[config.mk]
export PLATFORM = sky130hd
export DESIGN_NAME = udp_payload_scheduler_flat
export DESIGN_NICKNAME = d
export VERILOG_FILES = /design/src/rtl/udp_payload_scheduler_pkg.sv /design/src/rtl/udp_payload_scheduler_if.sv /design/src/rtl/udp_payload_scheduler_rr_arbiter.sv /design/src/rtl/udp_payload_scheduler.sv /design/src/flat_wrapper.sv
export SDC_FILE = /design/constraint.sdc
export NUM_CORES = 1
export LEC_CHECK = 0
export CORE_MARGIN = 2
export CORE_UTILIZATION = 39
export DETAILED_ROUTE_END_ITERATION = 12
export GPL_TIMING_DRIVEN = 0
export MAX_ROUTING_LAYER = met4
export PLACE_DENSITY = 0.83
export SYNTH_ARGS = -nofsm -noshare
export SYNTH_HDL_FRONTEND = slang
export SYNTH_SLANG_ARGS = --single-unit
[constraint.sdc]
create_clock -name clk -period 2.8 [get_ports clk]
set_clock_uncertainty 0.05 [all_clocks]
set_input_delay 0.56 -clock clk [delete_from_list [all_inputs] [get_ports clk]]
set_output_delay 0.56 -clock clk [all_outputs]
set_load 0.01 [all_outputs]
[src/rtl/udp_payload_scheduler_pkg.sv]
// Shared types and helpers for the UDP payload scheduler: FSM state encoding,
// bytes-per-word calculation and the header byte layout.
package udp_sched_pkg;

  typedef enum logic [2:0] {
    IDLE  = 3'd0,
    HDR   = 3'd1,
    SEQ   = 3'd2,
    LOAD  = 3'd3,
    SHIFT = 3'd4,
    GAP   = 3'd5
  } state_t;

  // Header byte layout: source ID in the low nibble, upper bits zero.
  localparam int HDR_ID_LSB = 0;
  localparam int HDR_ID_W   = 4;

  // Number of output bytes carried by one packed word.
  function automatic int calc_nb(input int bw, input int n_prl, input int bw_out);
    return (bw * n_prl) / bw_out;
  endfunction

  // Counter width for a range of n values, never narrower than one bit.
  function automatic int cnt_w(input int n);
    return (n > 1) ? $clog2(n) : 1;
  endfunction

endpackage

[src/rtl/udp_payload_scheduler_if.sv]
// Source-side and byte-stream-side signals of the UDP payload scheduler.
// master: the scheduler; slave: the surrounding producers and packetizer.
interface udp_sched_if #(
  parameter int DATA_W = 72,
  parameter int BYTE_W = 8,
  parameter int N_SRC  = 4
) ();

  logic [N_SRC-1:0]             src_valid;
  logic [N_SRC-1:0][DATA_W-1:0] src_data;
  logic [N_SRC-1:0]             src_ready;
  logic [BYTE_W-1:0]            m_data;
  logic                         m_valid;
  logic                         m_ready;
  logic                         m_first;
  logic                         m_last;

  modport master (
    input  src_valid, src_data, m_ready,
    output src_ready, m_data, m_valid, m_first, m_last
  );

  modport slave (
    output src_valid, src_data, m_ready,
    input  src_ready, m_data, m_valid, m_first, m_last
  );

endinterface

[src/rtl/udp_payload_scheduler_rr_arbiter.sv]
// Round-robin arbiter: picks the first asserted request at or after ptr,
// wrapping around, and reports it both one-hot and as an index.
module rr_arbiter
  import udp_sched_pkg::*;
#(
  parameter  int N_SRC = 4,
  localparam int GW    = cnt_w(N_SRC)
) (
  input  logic [N_SRC-1:0] req,
  input  logic [GW-1:0]    ptr,
  output logic [N_SRC-1:0] grant,
  output logic [GW-1:0]    idx,
  output logic             hit
);

  logic [GW-1:0] cand;

  // Scan from ptr upward with wrap; first hit wins.
  always_comb begin
    grant = '0;
    idx   = '0;
    hit   = 1'b0;
    cand  = '0;
    for (int i = 0; i < N_SRC; i++) begin
      cand = GW'((int'(ptr) + i) % N_SRC);
      if (!hit && req[cand]) begin
        hit         = 1'b1;
        idx         = cand;
        grant[cand] = 1'b1;
      end
    end
  end

endmodule

[src/rtl/udp_payload_scheduler.sv]
// UDP payload scheduler: round-robin shares one byte stream among N_SRC
// packed-word producers. Each packet is locked to one source and carries a
// source-ID header byte followed by WORDS_PER_PKT words sent LSB byte first,
// then an inter-packet gap of IFG_CYCLES idle cycles.
// Optional build macro UDP_SCHED_SEQ_EN inserts a two-byte little-endian
// packet sequence number (pkt_count at header time) after the header.
module udp_payload_scheduler
  import udp_sched_pkg::*;
#(
  parameter  int BW            = 18,
  parameter  int N_PRL         = 4,
  parameter  int BW_out        = 8,
  parameter  int N_SRC         = 4,
  parameter  int WORDS_PER_PKT = 16,
  parameter  int IFG_CYCLES    = 4,
  localparam int GW            = cnt_w(N_SRC)
) (
  input  logic          clk,
  input  logic          rst,
  udp_sched_if.master   bus,
  output logic [GW-1:0] grant_id,
  output logic          busy,
  output logic [15:0]   pkt_count
);

  localparam int DATA_W = BW * N_PRL;
  localparam int NB     = calc_nb(BW, N_PRL, BW_out);
  localparam int BCW    = cnt_w(NB);
  localparam int WCW    = cnt_w(WORDS_PER_PKT);

  localparam logic [BCW-1:0] BYTE_LAST = BCW'(NB - 1);
  localparam logic [WCW-1:0] WORD_LAST = WCW'(WORDS_PER_PKT - 1);
  localparam logic [7:0]     GAP_LAST  = 8'(IFG_CYCLES - 1);

  state_t              state;
  state_t              state_nx;
  logic [GW-1:0]       ptr;
  logic [N_SRC-1:0]    grant_vec;
  logic [WCW-1:0]      word_cnt;
  logic [BCW-1:0]      byte_cnt;
  logic [7:0]          gap_cnt;
  logic [DATA_W-1:0]   shreg;
`ifdef UDP_SCHED_SEQ_EN
  logic                seq_idx;
`endif

  logic [N_SRC-1:0]    arb_grant;
  logic [GW-1:0]       arb_idx;
  logic                arb_hit;
  logic                last_byte;
  logic                last_word;
  logic                word_avail;

  // Source ID zero-extended into its field of the header byte.
  function automatic logic [BW_out-1:0] hdr_fmt(input logic [GW-1:0] id);
    logic [BW_out-1:0] b;
    b = '0;
    b[HDR_ID_LSB +: HDR_ID_W] = HDR_ID_W'(id);
    return b;
  endfunction

  rr_arbiter #(.N_SRC(N_SRC)) u_arb (
    .req   (bus.src_valid),
    .ptr   (ptr),
    .grant (arb_grant),
    .idx   (arb_idx),
    .hit   (arb_hit)
  );

  assign last_byte  = (byte_cnt == BYTE_LAST);
  assign last_word  = (word_cnt == WORD_LAST);
  assign word_avail = |(grant_vec & bus.src_valid);
  assign busy       = (state != IDLE);

  // State register.
  always_ff @(posedge clk) begin
    if (rst) state <= IDLE;
    else     state <= state_nx;
  end

  // Next-state decode and stream/handshake outputs.
  always_comb begin
    state_nx      = state;
    bus.m_valid   = 1'b0;
    bus.m_first   = 1'b0;
    bus.m_last    = 1'b0;
    bus.m_data    = '0;
    bus.src_ready = '0;
    case (state)
      IDLE: begin
        if (arb_hit) state_nx = HDR;
      end
      HDR: begin
        bus.m_valid = 1'b1;
        bus.m_first = 1'b1;
        bus.m_data  = hdr_fmt(grant_id);
`ifdef UDP_SCHED_SEQ_EN
        if (bus.m_ready) state_nx = SEQ;
`else
        if (bus.m_ready) state_nx = LOAD;
`endif
      end
`ifdef UDP_SCHED_SEQ_EN
      SEQ: begin
        bus.m_valid = 1'b1;
        bus.m_data  = BW_out'(seq_idx ? pkt_count[15:8] : pkt_count[7:0]);
        if (bus.m_ready && seq_idx) state_nx = LOAD;
      end
`endif
      LOAD: begin
        // Only the locked source is ever acknowledged, so ready stays one-hot.
        bus.src_ready = grant_vec & bus.src_valid;
        if (word_avail) state_nx = SHIFT;
      end
      SHIFT: begin
        bus.m_valid = 1'b1;
        bus.m_data  = shreg[BW_out-1:0];
        bus.m_last  = last_byte && last_word;
        if (bus.m_ready && last_byte) begin
          if (!last_word)           state_nx = LOAD;
          else if (IFG_CYCLES == 0) state_nx = IDLE;
          else                      state_nx = GAP;
        end
      end
      GAP: begin
        if (gap_cnt == GAP_LAST) state_nx = IDLE;
      end
      default: state_nx = IDLE;
    endcase
  end

  // Arbitration pointer, counters and word shift register.
  always_ff @(posedge clk) begin
    if (rst) begin
      ptr       <= '0;
      grant_id  <= '0;
      grant_vec <= '0;
      word_cnt  <= '0;
      byte_cnt  <= '0;
      gap_cnt   <= '0;
      shreg     <= '0;
      pkt_count <= '0;
`ifdef UDP_SCHED_SEQ_EN
      seq_idx   <= 1'b0;
`endif
    end else begin
      case (state)
        IDLE: begin
          if (arb_hit) begin
            grant_id  <= arb_idx;
            grant_vec <= arb_grant;
            ptr       <= (arb_idx == GW'(N_SRC - 1)) ? '0 : arb_idx + GW'(1);
          end
        end
        HDR: begin
          if (bus.m_ready) begin
            word_cnt <= '0;
`ifdef UDP_SCHED_SEQ_EN
            seq_idx  <= 1'b0;
`endif
          end
        end
`ifdef UDP_SCHED_SEQ_EN
        SEQ: begin
          if (bus.m_ready) seq_idx <= 1'b1;
        end
`endif
        LOAD: begin
          if (word_avail) begin
            shreg    <= bus.src_data[grant_id];
            byte_cnt <= '0;
          end
        end
        SHIFT: begin
          if (bus.m_ready) begin
            shreg    <= shreg >> BW_out;
            byte_cnt <= byte_cnt + BCW'(1);
            if (last_byte) begin
              word_cnt <= word_cnt + WCW'(1);
              if (last_word) begin
                gap_cnt <= '0;
                if (IFG_CYCLES == 0) pkt_count <= pkt_count + 16'd1;
              end
            end
          end
        end
        GAP: begin
          if (gap_cnt == GAP_LAST) pkt_count <= pkt_count + 16'd1;
          else                     gap_cnt   <= gap_cnt + 8'd1;
        end
        default: ;
      endcase
    end
  end

endmodule
[src/flat_wrapper.sv]
// flat-port wrapper written by rule: the top's interface ports become plain ports
module udp_payload_scheduler_flat import udp_sched_pkg::*;
#(
  parameter  int BW            = 18,
  parameter  int N_PRL         = 4,
  parameter  int BW_out        = 8,
  parameter  int N_SRC         = 4,
  parameter  int WORDS_PER_PKT = 16,
  parameter  int IFG_CYCLES    = 4,
  localparam int GW            = cnt_w(N_SRC)
)
  (clk, rst, grant_id, busy, pkt_count, bus_src_valid, bus_src_data, bus_m_ready, bus_src_ready, bus_m_data, bus_m_valid, bus_m_first, bus_m_last);
  udp_sched_if #(.N_SRC(N_SRC)) bus_i ();
  input  logic clk;
  input  logic rst;
  output logic [GW-1:0] grant_id;
  output logic busy;
  output logic [15:0] pkt_count;
  input wire logic [$bits(bus_i.src_valid)-1:0] bus_src_valid;
  input wire logic [$bits(bus_i.src_data)-1:0] bus_src_data;
  input wire logic [$bits(bus_i.m_ready)-1:0] bus_m_ready;
  output wire logic [$bits(bus_i.src_ready)-1:0] bus_src_ready;
  output wire logic [$bits(bus_i.m_data)-1:0] bus_m_data;
  output wire logic [$bits(bus_i.m_valid)-1:0] bus_m_valid;
  output wire logic [$bits(bus_i.m_first)-1:0] bus_m_first;
  output wire logic [$bits(bus_i.m_last)-1:0] bus_m_last;
  assign bus_i.src_valid = bus_src_valid;
  assign bus_i.src_data = bus_src_data;
  assign bus_i.m_ready = bus_m_ready;
  assign bus_src_ready = bus_i.src_ready;
  assign bus_m_data = bus_i.m_data;
  assign bus_m_valid = bus_i.m_valid;
  assign bus_m_first = bus_i.m_first;
  assign bus_m_last = bus_i.m_last;
  udp_payload_scheduler #(.BW(BW), .N_PRL(N_PRL), .BW_out(BW_out), .N_SRC(N_SRC), .WORDS_PER_PKT(WORDS_PER_PKT), .IFG_CYCLES(IFG_CYCLES)) u_core (.clk(clk), .rst(rst), .bus(bus_i), .grant_id(grant_id), .busy(busy), .pkt_count(pkt_count));
endmodule
==> impl_summary.log <==
INFO  metric critical_path.cell_chain = inv_1, ha_1, clkbuf_4, mux4_2, and2b_2, o21ai_0, a211o_1, o311ai_0
INFO  metric critical_path_required = 3.03 ns
INFO  metric path_clk_slew = 0.05 ns
INFO  metric layout_worst_path_cycle_share = 0.973
INFO  metric ys_seq_area_frac = 0.313
INFO  metric max_freq = 367 MHz
INFO  metric crit_arrival = 2.96 ns
INFO  metric worst-r2r-setup-slack = 0.08 ns
INFO  metric global_route_wire_length_before_repair = 41.6 mm
INFO  metric gp_congestion = 0.919
INFO  metric nNetsFinal = 1451
INFO  metric cts.root.buffer_cell = clkbuf_16
INFO  metric die-area = 0.0200 mm²
INFO  metric path_class = flop to flop
INFO  metric outcome = complete, no violations
INFO  metric htree_levels = 4
INFO  metric grt_remaining_overflow = 0
INFO  metric antenna_left = 0
INFO  metric synth_warnings = 0
INFO  metric power.ir.vdd_worst = 0.000395 V
INFO  metric tritoncts_clock_tree = yes
INFO  metric design_power_total = 0.00646 W
INFO  metric drt_first_iter_violations = 534
INFO  metric hold-path-endpoint = u_core.shreg[70]
INFO  metric initial_core_util = 0.396
INFO  metric io-pin-count = 329
INFO  metric period_minus_slack = 2.72 ns
INFO  metric synth.avg_cell_area = 9.25 µm²
INFO  metric dr_total_vias = 7888
INFO  metric worstRegToRegCells = 8
INFO  metric timing.rr.end = u_core.ptr[1]
INFO  metric dp_hpwl = 21.7 mm
INFO  metric min_path_type = flop to flop
INFO  metric grt_use_total = 0.276
INFO  metric pwr_density_cell = 555 mW/mm²
INFO  metric cp_slowest_cell = mux4_2
INFO  metric number_of_synthesized_flops_with_an_enable_pin = 0
INFO  metric placementRows = 50
INFO  metric place_ws = -0.328 ns
INFO  metric buffer_ports.inserted = 326
INFO  metric routed_via_density = 5.63
INFO  metric crit_buf_inv = 2
INFO  metric hold_path_depth = 2
INFO  metric routedWlPerCell = 19.5 µm
INFO  metric holdBufCountCts = 0
INFO  metric r2r_start = u_core.ptr[1]
INFO  metric finalSetupViolCount = 0
INFO  metric clock_latency_late_sink = 0.40 ns
INFO  metric critPathCaptureType = flop
INFO  metric crit_path_max_fanout = 10
INFO  metric remaining_drc_errors = 0
INFO  metric synthFlopType = dfxtp_1
INFO  metric routed_wl = 27.3 mm
INFO  metric die_y = 141 µm
INFO  metric netlist_instances = 795
INFO  metric maxCapViolCount = 0
INFO  metric syn_to_final_growth = 58.2%
INFO  metric timing_hold_violations_final = 0
INFO  metric fp.dieW = 141 µm
INFO  metric clkSinkCount = 115
INFO  metric relSlewSlack = 0.540
INFO  metric core_area = 0.0186 mm²
INFO  metric postLayoutSetupSlackWorst = 0.0761 ns
INFO  metric netlist-cell-type-count = 58
INFO  metric synth.ff_latch_count = 115
INFO  metric cellLeakagePower = 4.11 nW
INFO  metric num-fill-cells = 1545
INFO  metric vias_in_the_first_global_route = 7964
INFO  metric timing.critical_path.from_type = flop
INFO  metric worst_path_dominant_cell_family = compound AO/OA/AOI/OAI gates
INFO  metric cts-buffers-inserted = 17
INFO  metric grt_antenna_before_repair = 8
INFO  metric synth_fp_nets = 1100
INFO  metric synth_async_sr_flop_share = 0
INFO  metric drv_slew = 0
INFO  metric synth_area = 0.00735 mm²
INFO  metric grt_max_degree = 20
INFO  metric drt_first_pass_iters = 7
INFO  metric drive_above_1_share = 0.133
INFO  metric clk_path_buf_depth = 2
INFO  metric multi_input_comb_area = 0.00471 mm²
INFO  metric worst_hold_startpoint = u_core.shreg[70]
INFO  metric cp_slowest_stage_delay = 0.53 ns
INFO  metric tightest_slew = 0.690 ns
INFO  metric seqCellArea = 0.00230 mm²
==> repair_timing <==
item	in CTS	in global routing
setup buffers	5	3
pin swaps	1	1
endpoints found under the setup margin	17	60
gates resized for setup	19	15
gates cloned	0	0
==> flip-flops by register name, summed over array words and instances (netlist names), named ones only <==
register	cells
u_core.word_cnt	4
u_core.grant_id	2
u_core.pkt_count	16
u_core.gap_cnt	8
u_core.ptr	1
u_core.byte_cnt	4
u_core.grant_vec	4
u_core.state	3
u_core.shreg	72
==> layer usage <==
layer,share of wire,track usage,up-vias
met3,0.065,0.0479,49
met1,0.39,0.326,3774
met2,0.52,0.476,362
li1,-,-,3703
met4,0.030,0.101,0
met5,0,-,-
==> Yosys cell counts, types with 7 or more instances <==
cell type | n | area [µm²]
inv_1 | 11 | 41.3
mux2i_1 | 10 | 100
buf_2 | 23 | 115
dfxtp_1 | 115 | 2300
ha_1 | 10 | 125
nor2_1 | 102 | 383
a311oi_1 | 69 | 604
xor2_1 | 7 | 61.3
nand2_1 | 154 | 578
o21ai_0 | 18 | 90.1
mux4_2 | 74 | 1670
a21oi_1 | 29 | 145
or3_1 | 9 | 56.3
and2_1 | 7 | 43.8
a22o_1 | 7 | 61.3
clkbuf_1 | 42 | 158
nand3_1 | 16 | 80.1
==> worst max path at each step <==
| stage | start | to | cells past startpoint |
|---|---|---|---|
| CTS | u_core.state[0] | bus_m_last | 6 |
| detailed placement | bus_src_valid[1] | u_core.shreg[68] | 9 |
| global route | flop | u_core.ptr[1] | 9 |
| floorplan | flop | u_core.ptr[1] | 9 |
| finish | u_core.ptr[1] | u_core.ptr[1] | 8 |
| global placement | u_core.grant_id[1] | bus_m_data[1] | 4 |
==> cell usage in the layout (no fill, tap or decap), types with 4 or more instances in the layout <==
cell type / n
clkdlybuf4s50_1: 316
nand2_1: 154
dfxtp_1: 114
nor2_1: 101
mux4_2: 74
a311oi_1: 69
clkbuf_1: 38
a21oi_1: 29
buf_2: 18
o21ai_0: 18
clkbuf_16: 17
nand3_1: 16
inv_1: 10
mux2i_1: 10
ha_1: 10
buf_4: 9
or3_1: 9
diode_2: 8
dlygate4sd2_1: 8
and2_1: 7
a22o_1: 7
xor2_1: 7
xnor2_1: 6
clkbuf_2: 5
and3_1: 5
buf_1: 5
o31ai_1: 5
or4_1: 5
buf_6: 4
nor2b_1: 4
nor3_1: 4
nand4_1: 4
clkinv_2: 4
bufinv_16: 4
==> per-stage QoR <==
step	utilization	cell area [µm²]	hold WS, ns	TNS [ns]	instances
2_1_floorplan	-	7350	0.382	0	795
3_3_place_gp	0.587	10900	0.394	-15.72	1355
3_5_place_dp	0.587	10900	0.399	-18.73	1355
4_1_cts	0.622	11600	0.414	-0.111	1389
5_1_grt	0.626	11600	0.430	-0.0193	1400
6_report	0.626	11600	0.409	0	1400
==> cell type report <==
type                    instances  share of cell area
diodes                          8             0.00172
plain buffers                  71              0.0293
clock buffers                  21              0.0387
clock inverters                10              0.0134
inverters                      11             0.00387
multi-input cells             596               0.405
flip-flops and latches        115               0.198
well taps                     234              0.0252
repair buffers                334               0.285
==> power breakdown <==
| group | internal, W | switching, W | leakage, nW |
|---|---|---|---|
| logic | 0.00134 | 0.00108 | 2.88 |
| registers | 0.00172 | 0.0000688 | 0.930 |
| clock network | 0.00150 | 0.000748 | 0.297 |
==> logic make-up (layout without fill, tap and decap cells) <==
logic type               Yosys count  count (layout)  synth area share
AND/OR/NAND/NOR                  332             332             0.204
AO/OA/AOI/OAI                    155             155             0.158
flip-flops                       115             115             0.313
multiplexers                      86              86             0.243
buffers and inverters             84             447            0.0488
XOR/XNOR                          13              13            0.0155
adder cells (fa/ha/maj)           10              10            0.0170
other                              0               8                 0
==> worst register-to-register path: cells and delay by family (launching register included) <==
kind	cells	cell delay, ns
AOI/OAI and AO/OA	3	0.57
muxes	1	0.53
DFF	1	0.43
buffers and inverters	2	0.39
adders and majority gates	1	0.33
and+or+nand+nor	1	0.30
(Power assumes the default switching activity.)
